$ cat src/rtl/axim_controller.sv
// Splits one read request into four contiguous near-equal sub-requests,
// one per Zynq HP AXI master port, with registered strobes, sizes and addresses.
module axim_controller #(
    parameter int C_M_AXI_ADDR_WIDTH = 32,
    parameter int C_M_AXI_DATA_WIDTH = 64,
    parameter int TX_SIZE_WIDTH      = 10
) (
    input  logic                          clk,
    input  logic                          resetn,
    input  logic                          rx_req,
    input  logic [TX_SIZE_WIDTH-1:0]      rx_size,
    input  logic [C_M_AXI_ADDR_WIDTH-1:0] rx_addr,
    output logic                          axim_hp0_rx_req,
    output logic [TX_SIZE_WIDTH-1:0]      axim_hp0_rx_size,
    output logic [C_M_AXI_ADDR_WIDTH-1:0] axim_hp0_rx_addr,
    output logic                          axim_hp1_rx_req,
    output logic [TX_SIZE_WIDTH-1:0]      axim_hp1_rx_size,
    output logic [C_M_AXI_ADDR_WIDTH-1:0] axim_hp1_rx_addr,
    output logic                          axim_hp2_rx_req,
    output logic [TX_SIZE_WIDTH-1:0]      axim_hp2_rx_size,
    output logic [C_M_AXI_ADDR_WIDTH-1:0] axim_hp2_rx_addr,
    output logic                          axim_hp3_rx_req,
    output logic [TX_SIZE_WIDTH-1:0]      axim_hp3_rx_size,
    output logic [C_M_AXI_ADDR_WIDTH-1:0] axim_hp3_rx_addr
);

    localparam int unsigned BYTES_PER_BEAT = C_M_AXI_DATA_WIDTH / 8;

    logic [TX_SIZE_WIDTH-1:0]      quot;
    logic [1:0]                    rem;
    logic [TX_SIZE_WIDTH-1:0]      split_size [4];
    logic [C_M_AXI_ADDR_WIDTH-1:0] split_addr [4];

    logic [3:0]                    req_q;
    logic [TX_SIZE_WIDTH-1:0]      size_q [4];
    logic [C_M_AXI_ADDR_WIDTH-1:0] addr_q [4];

    always_comb begin
        quot = rx_size >> 2;
        rem  = rx_size[1:0];
        for (int unsigned n = 0; n < 4; n++) begin
            split_size[n] = quot + ((n < 32'(rem)) ? TX_SIZE_WIDTH'(1) : '0);
        end
        // Each chunk starts where the previous one ends; wraps modulo 2^ADDR_WIDTH.
        split_addr[0] = rx_addr;
        for (int unsigned n = 1; n < 4; n++) begin
            split_addr[n] = split_addr[n-1]
                          + C_M_AXI_ADDR_WIDTH'(split_size[n-1])
                          * C_M_AXI_ADDR_WIDTH'(BYTES_PER_BEAT);
        end
    end

    always_ff @(posedge clk or negedge resetn) begin
        if (!resetn) begin
            req_q <= '0;
            for (int unsigned n = 0; n < 4; n++) begin
                size_q[n] <= '0;
                addr_q[n] <= '0;
            end
        end else if (rx_req) begin
            for (int unsigned n = 0; n < 4; n++) begin
                req_q[n]  <= (split_size[n] != '0);
                size_q[n] <= split_size[n];
                addr_q[n] <= split_addr[n];
            end
        end else begin
            req_q <= '0;
        end
    end

    assign axim_hp0_rx_req  = req_q[0];
    assign axim_hp1_rx_req  = req_q[1];
    assign axim_hp2_rx_req  = req_q[2];
    assign axim_hp3_rx_req  = req_q[3];
    assign axim_hp0_rx_size = size_q[0];
    assign axim_hp1_rx_size = size_q[1];
    assign axim_hp2_rx_size = size_q[2];
    assign axim_hp3_rx_size = size_q[3];
    assign axim_hp0_rx_addr = addr_q[0];
    assign axim_hp1_rx_addr = addr_q[1];
    assign axim_hp2_rx_addr = addr_q[2];
    assign axim_hp3_rx_addr = addr_q[3];

endmodule

$ cat config.mk
export PLATFORM = sky130hd
export DESIGN_NAME = axim_controller
export DESIGN_NICKNAME = d
export VERILOG_FILES = /design/src/rtl/axim_controller.sv
export SDC_FILE = /design/constraint.sdc
export NUM_CORES = 1
export LEC_CHECK = 0
export CORE_AREA = 2 2 143 145
export CTS_BUF_LIST = sky130_fd_sc_hd__clkbuf_8
export CTS_CLUSTER_SIZE = 12
export DETAILED_ROUTE_END_ITERATION = 8
export DIE_AREA = 0 0 145 147
export MAX_ROUTING_LAYER = met4
export PLACE_DENSITY = 0.78
export SLEW_MARGIN = 10
export SYNTH_ARGS = -nofsm -noshare
export SYNTH_HDL_FRONTEND = slang
export SYNTH_SLANG_ARGS = --single-unit
$ cat constraint.sdc
create_clock -name clk -period 0.8 [get_ports clk]
set_input_delay 0.08 -clock clk [delete_from_list [all_inputs] [get_ports clk]]
set_output_delay 0.08 -clock clk [all_outputs]
set_load 0.02 [all_outputs]
==> metrics.csv <==
stage,metric,value,unit
pwr,static-leakage-power,7.64,nW
cts,clkSinkCount,158,
timing,maxSlewHeadroom,35.3,%
global_routing,grt_remaining_overflow,0,
logic_synthesis,synth.cell_area,9170,um2
worst_setup_path,critical_path_required,1190,ps
finish,ff_latch_area,3960,um2
finish,layout.nets,1559,
finish,multi_input_combinational_cell_area,7100,um2
logic_synthesis,register_bit_total_from_synthesis,158,
drt,vias_per_cell,6.39,
die,coreArea,19800,um2
cts,worst_setup_hold_path_clk_slew,100,ps
timing,hold_viol,0,
global_routing,grt_pass1_wl,59500,um
place,io_buffers,211,
timing,postLayoutSetupSlackWorst,-4430,ps
finish,antenna_diode_instance_count,0,
cts,ctsLongestPathBuffers,2,
cts,clock_insertion_delay_worst_skew,500,ps
global_routing,grt_use_met2,58.8,%
logic_synthesis,synthesis.area_per_instance,10.0,um2
global_routing,initial_antenna_violation_count,0,
pwr,seq_power_share,26.6,%
drt,detail_route.wirelength,48600,um
timing,final.setup_skew,0,ps
logic_synthesis,postSynth.asyncResetShare,100,%
timing,fin_crit_sh,654,%
flow_run,cap_viol_max_count,0,
global_routing,grt_use_met3,6.58,%
logic_synthesis,synth_edf_count,0,
pwr,share_comb_of_total_power,56.5,%
logic_synthesis,synth_cell_types,78,
timing,final-max-slew-violation-count,0,
logic_synthesis,syn-instance-count,916,
global_routing,grt_usage,36.4,%
timing,worst_case_hold_slack,1.91,ps
status,failing_checks,setup timing,
cts,htreeDepth,4,
global_routing,met1_global_route_usage,45.4,%
min_path,hp-class,input port to flip-flop,
die,floorplan.initialDensity,46.2,%
cts,cts_root_buffer,sky130_fd_sc_hd__clkbuf_8,
die,ioPinCount,217,
place,gp_routability_congestion,0.965,
drt,drt-pass1-iter-count,6,
drt,antenna_left,0,
die,die-area,21300,um2
drt,routed_wire_length_per_instance,27.6,um
pwr,peakVddDrop,1.66,mV
worst_setup_path,setup.worst_path.class,input port to flip-flop,
finish,stdcell_area,17200,um2
die,chipWidth,145,um
worst_setup_path,critical_path_arrival,5620,ps
pwr,power_per_cell_area,2280,nW/um2
timing,setup_viol,292,
worst_setup_path,timing.critical_path.from_type,input port,
worst_setup_path,critPathMaxFanout,4,
cts,tritoncts_clock_tree,yes,
cts,tritoncts.num_buffers,17,
place,placement.cell_area,14500,um2
die,fp-row-count,52,
drt,post-route-drc-count,0,
logic_synthesis,yosys_warnings,0,
timing,clock_period_minus_worst_slack,5230,ps
drt,route.vias.total,11200,
pwr,internal-power,0.0233,W
finish,drive_gt1_share,54.3,%
finish,area_growth,87.3,%
worst_setup_path,end_kind,flip-flop,
global_routing,top_usage_layer,met2,
pwr,power.share.switching,40.5,%
logic_synthesis,ys_seq_area_share,43.1,%
timing,totalNegativeSetupSlack,-364900,ps
timing,rsz0062_at_grt,true,
pwr,power.net_switching,0.0159,W
logic_synthesis,synth_top_flop_cell,sky130_fd_sc_hd__dfrtp_1,
global_routing,grt_start_max_net_pins,33,
timing,tightest_slew,959,ps
global_routing,first_global_vias,10600,
die,die_height,147,um
timing,maximum_clock_frequency,0.191,GHz
place,detailed_place_hpwl,23400,um
drt,drtIter0Drc,1652,
finish,nFillCells,805,
pwr,power.clock.fraction,16.9,%
status,result_of_the_run,finished with violations,
[worst max-delay path, cell delays in order]
cell and delay [ps]:
sky130_fd_sc_hd__buf_6 100, sky130_fd_sc_hd__or2_4 280, sky130_fd_sc_hd__ha_4 200, sky130_fd_sc_hd__nand2_2 110, sky130_fd_sc_hd__xor2_1 270, sky130_fd_sc_hd__inv_1 180
sky130_fd_sc_hd__ha_4 330, sky130_fd_sc_hd__o211ai_1 140, sky130_fd_sc_hd__o21ai_1 290, sky130_fd_sc_hd__buf_4 180, sky130_fd_sc_hd__xor2_2 300, sky130_fd_sc_hd__ha_4 280
sky130_fd_sc_hd__buf_4 180, sky130_fd_sc_hd__o21ai_2 120, sky130_fd_sc_hd__nand2b_1 100, sky130_fd_sc_hd__a21oi_2 150, sky130_fd_sc_hd__a21o_2 170, sky130_fd_sc_hd__a211oi_2 100
sky130_fd_sc_hd__o311a_1 400, sky130_fd_sc_hd__nor4_4 320, sky130_fd_sc_hd__nand4b_1 210, sky130_fd_sc_hd__or4_4 560, sky130_fd_sc_hd__buf_4 160, sky130_fd_sc_hd__buf_4 130
sky130_fd_sc_hd__xor2_1 180, sky130_fd_sc_hd__a21oi_1 100
[registers in the layout, indices dropped and copies added, names as in the netlist]
register / cells
axim_hp1_rx_addr: 29
axim_hp3_rx_size: 8
axim_hp2_rx_size: 9
axim_hp0_rx_size: 9
axim_hp0_rx_addr: 32
axim_hp3_rx_addr: 29
req_q: 4
axim_hp2_rx_addr: 29
axim_hp1_rx_size: 9
[path summary, 6_finish.rpt]
check,startpoint,end,slack (ps),depth (start not counted)
worst min-delay path,rx_size[6],axim_hp3_rx_size[4]$_DFFE_PN0P_,2,3
worst max-delay path,rx_size[0],axim_hp3_rx_addr[26]$_DFFE_PN0P_,-4430,26
worst min register to register,axim_hp1_rx_addr[16]$_DFFE_PN0P_,axim_hp1_rx_addr[16]$_DFFE_PN0P_,510,1
min in group asynchronous,resetn,axim_hp0_rx_addr[5]$_DFFE_PN0P_,20,2
worst max register to register,axim_hp3_rx_addr[28]$_DFFE_PN0P_,axim_hp3_rx_addr[28]$_DFFE_PN0P_,-200,2
max in group asynchronous,resetn,axim_hp1_rx_addr[5]$_DFFE_PN0P_,270,3
[cell usage in the layout, fill, tap and decap left out, types with 11 or more instances in the layout]
cell	netlist	routed
sky130_fd_sc_hd__inv_1	31	27
sky130_fd_sc_hd__xor2_2	0	12
sky130_fd_sc_hd__a21o_1	13	12
sky130_fd_sc_hd__buf_6	1	78
sky130_fd_sc_hd__clkbuf_8	0	19
sky130_fd_sc_hd__buf_4	14	302
sky130_fd_sc_hd__mux2_4	0	58
sky130_fd_sc_hd__a21oi_1	66	33
sky130_fd_sc_hd__nor3_4	0	11
sky130_fd_sc_hd__mux2_2	85	27
sky130_fd_sc_hd__nand4_1	13	13
sky130_fd_sc_hd__ha_4	0	24
sky130_fd_sc_hd__dfrtp_1	158	156
sky130_fd_sc_hd__xor2_1	34	14
sky130_fd_sc_hd__nor2_1	99	89
sky130_fd_sc_hd__buf_2	4	24
sky130_fd_sc_hd__a21oi_2	0	27
sky130_fd_sc_hd__nand2_1	62	44
sky130_fd_sc_hd__xnor2_2	2	34
sky130_fd_sc_hd__clkdlybuf4s50_1	0	170
[routing by layer]
layer / up-vias / routed length, um / part of all wire (%)
met5: - / 0 / 0
met4: 0 / 4100 / 8.4
met3: 420 / 4940 / 10
met2: 1067 / 22100 / 46
met1: 5434 / 17400 / 36
li1: 4326 / - / -
[timing repair]
item,in CTS,in global routing
gates resized for setup,286,199
pin swaps,116,93
setup endpoints to repair,289,292
hold buffers,2,1
buffers inserted,50,37
hold endpoints to repair,161,1
[area by class of cell]
type / count / share of cell area (%)
clock buffers: 18 / 1.44
clock inverters: 14 / 0.918
inverters: 32 / 0.707
multi-input cells: 676 / 41.4
flip-flops and latches: 158 / 23.0
well taps: 270 / 1.97
repair buffers: 592 / 30.6
[power by group through the flow]
stage | registers, W | clock network [W] | logic (W)
floorplan | 0.0118 | 0 | 0.00609
global placement | 0.0103 | 0 | 0.0147
detailed placement | 0.0103 | 0 | 0.0151
CTS | 0.0102 | 0.00636 | 0.0175
global route | 0.0105 | 0.00685 | 0.0226
finish | 0.0104 | 0.00662 | 0.0221
[cell usage after synthesis, types with 14 or more instances]
cell type / instances / share of area [%]
sky130_fd_sc_hd__a21oi_1: 66 / 3.6
sky130_fd_sc_hd__buf_4: 14 / 1.1
sky130_fd_sc_hd__clkbuf_1: 31 / 1.3
sky130_fd_sc_hd__dfrtp_1: 158 / 43
sky130_fd_sc_hd__ha_1: 34 / 4.6
sky130_fd_sc_hd__inv_1: 31 / 1.3
sky130_fd_sc_hd__mux2_2: 85 / 10
sky130_fd_sc_hd__nand2_1: 62 / 2.5
sky130_fd_sc_hd__nand3_1: 14 / 0.76
sky130_fd_sc_hd__nor2_1: 99 / 4.1
sky130_fd_sc_hd__nor3_1: 17 / 0.93
sky130_fd_sc_hd__nor4_1: 14 / 0.95
sky130_fd_sc_hd__o21ai_0: 25 / 1.4
sky130_fd_sc_hd__xnor2_1: 49 / 4.7
sky130_fd_sc_hd__xor2_1: 34 / 3.2
[cells by family after synthesis]
kind of cell	Yosys count	synth area share [%]
fa+ha+maj	37	5.29
buf+inv	86	4.23
other cells	1	0.0409
mux	86	10.5
flops	158	43.1
xor+xnor	85	8.28
compound gates	171	12.5
simple gates	292	16.0
[metrics by stage]
stage	std cells	setup slack (ps)	util, %	power, W
2_1_floorplan	920	-4380	-	0.0179
3_3_place_gp	1647	-4630	73.0	0.0250
3_5_place_dp	1647	-4800	73.0	0.0255
4_1_cts	1729	-3790	81.6	0.0341
5_1_grt	1760	-4490	86.5	0.0400
6_report	1760	-4430	86.5	0.0391
Note: power is estimated with default switching activity, not from simulation.
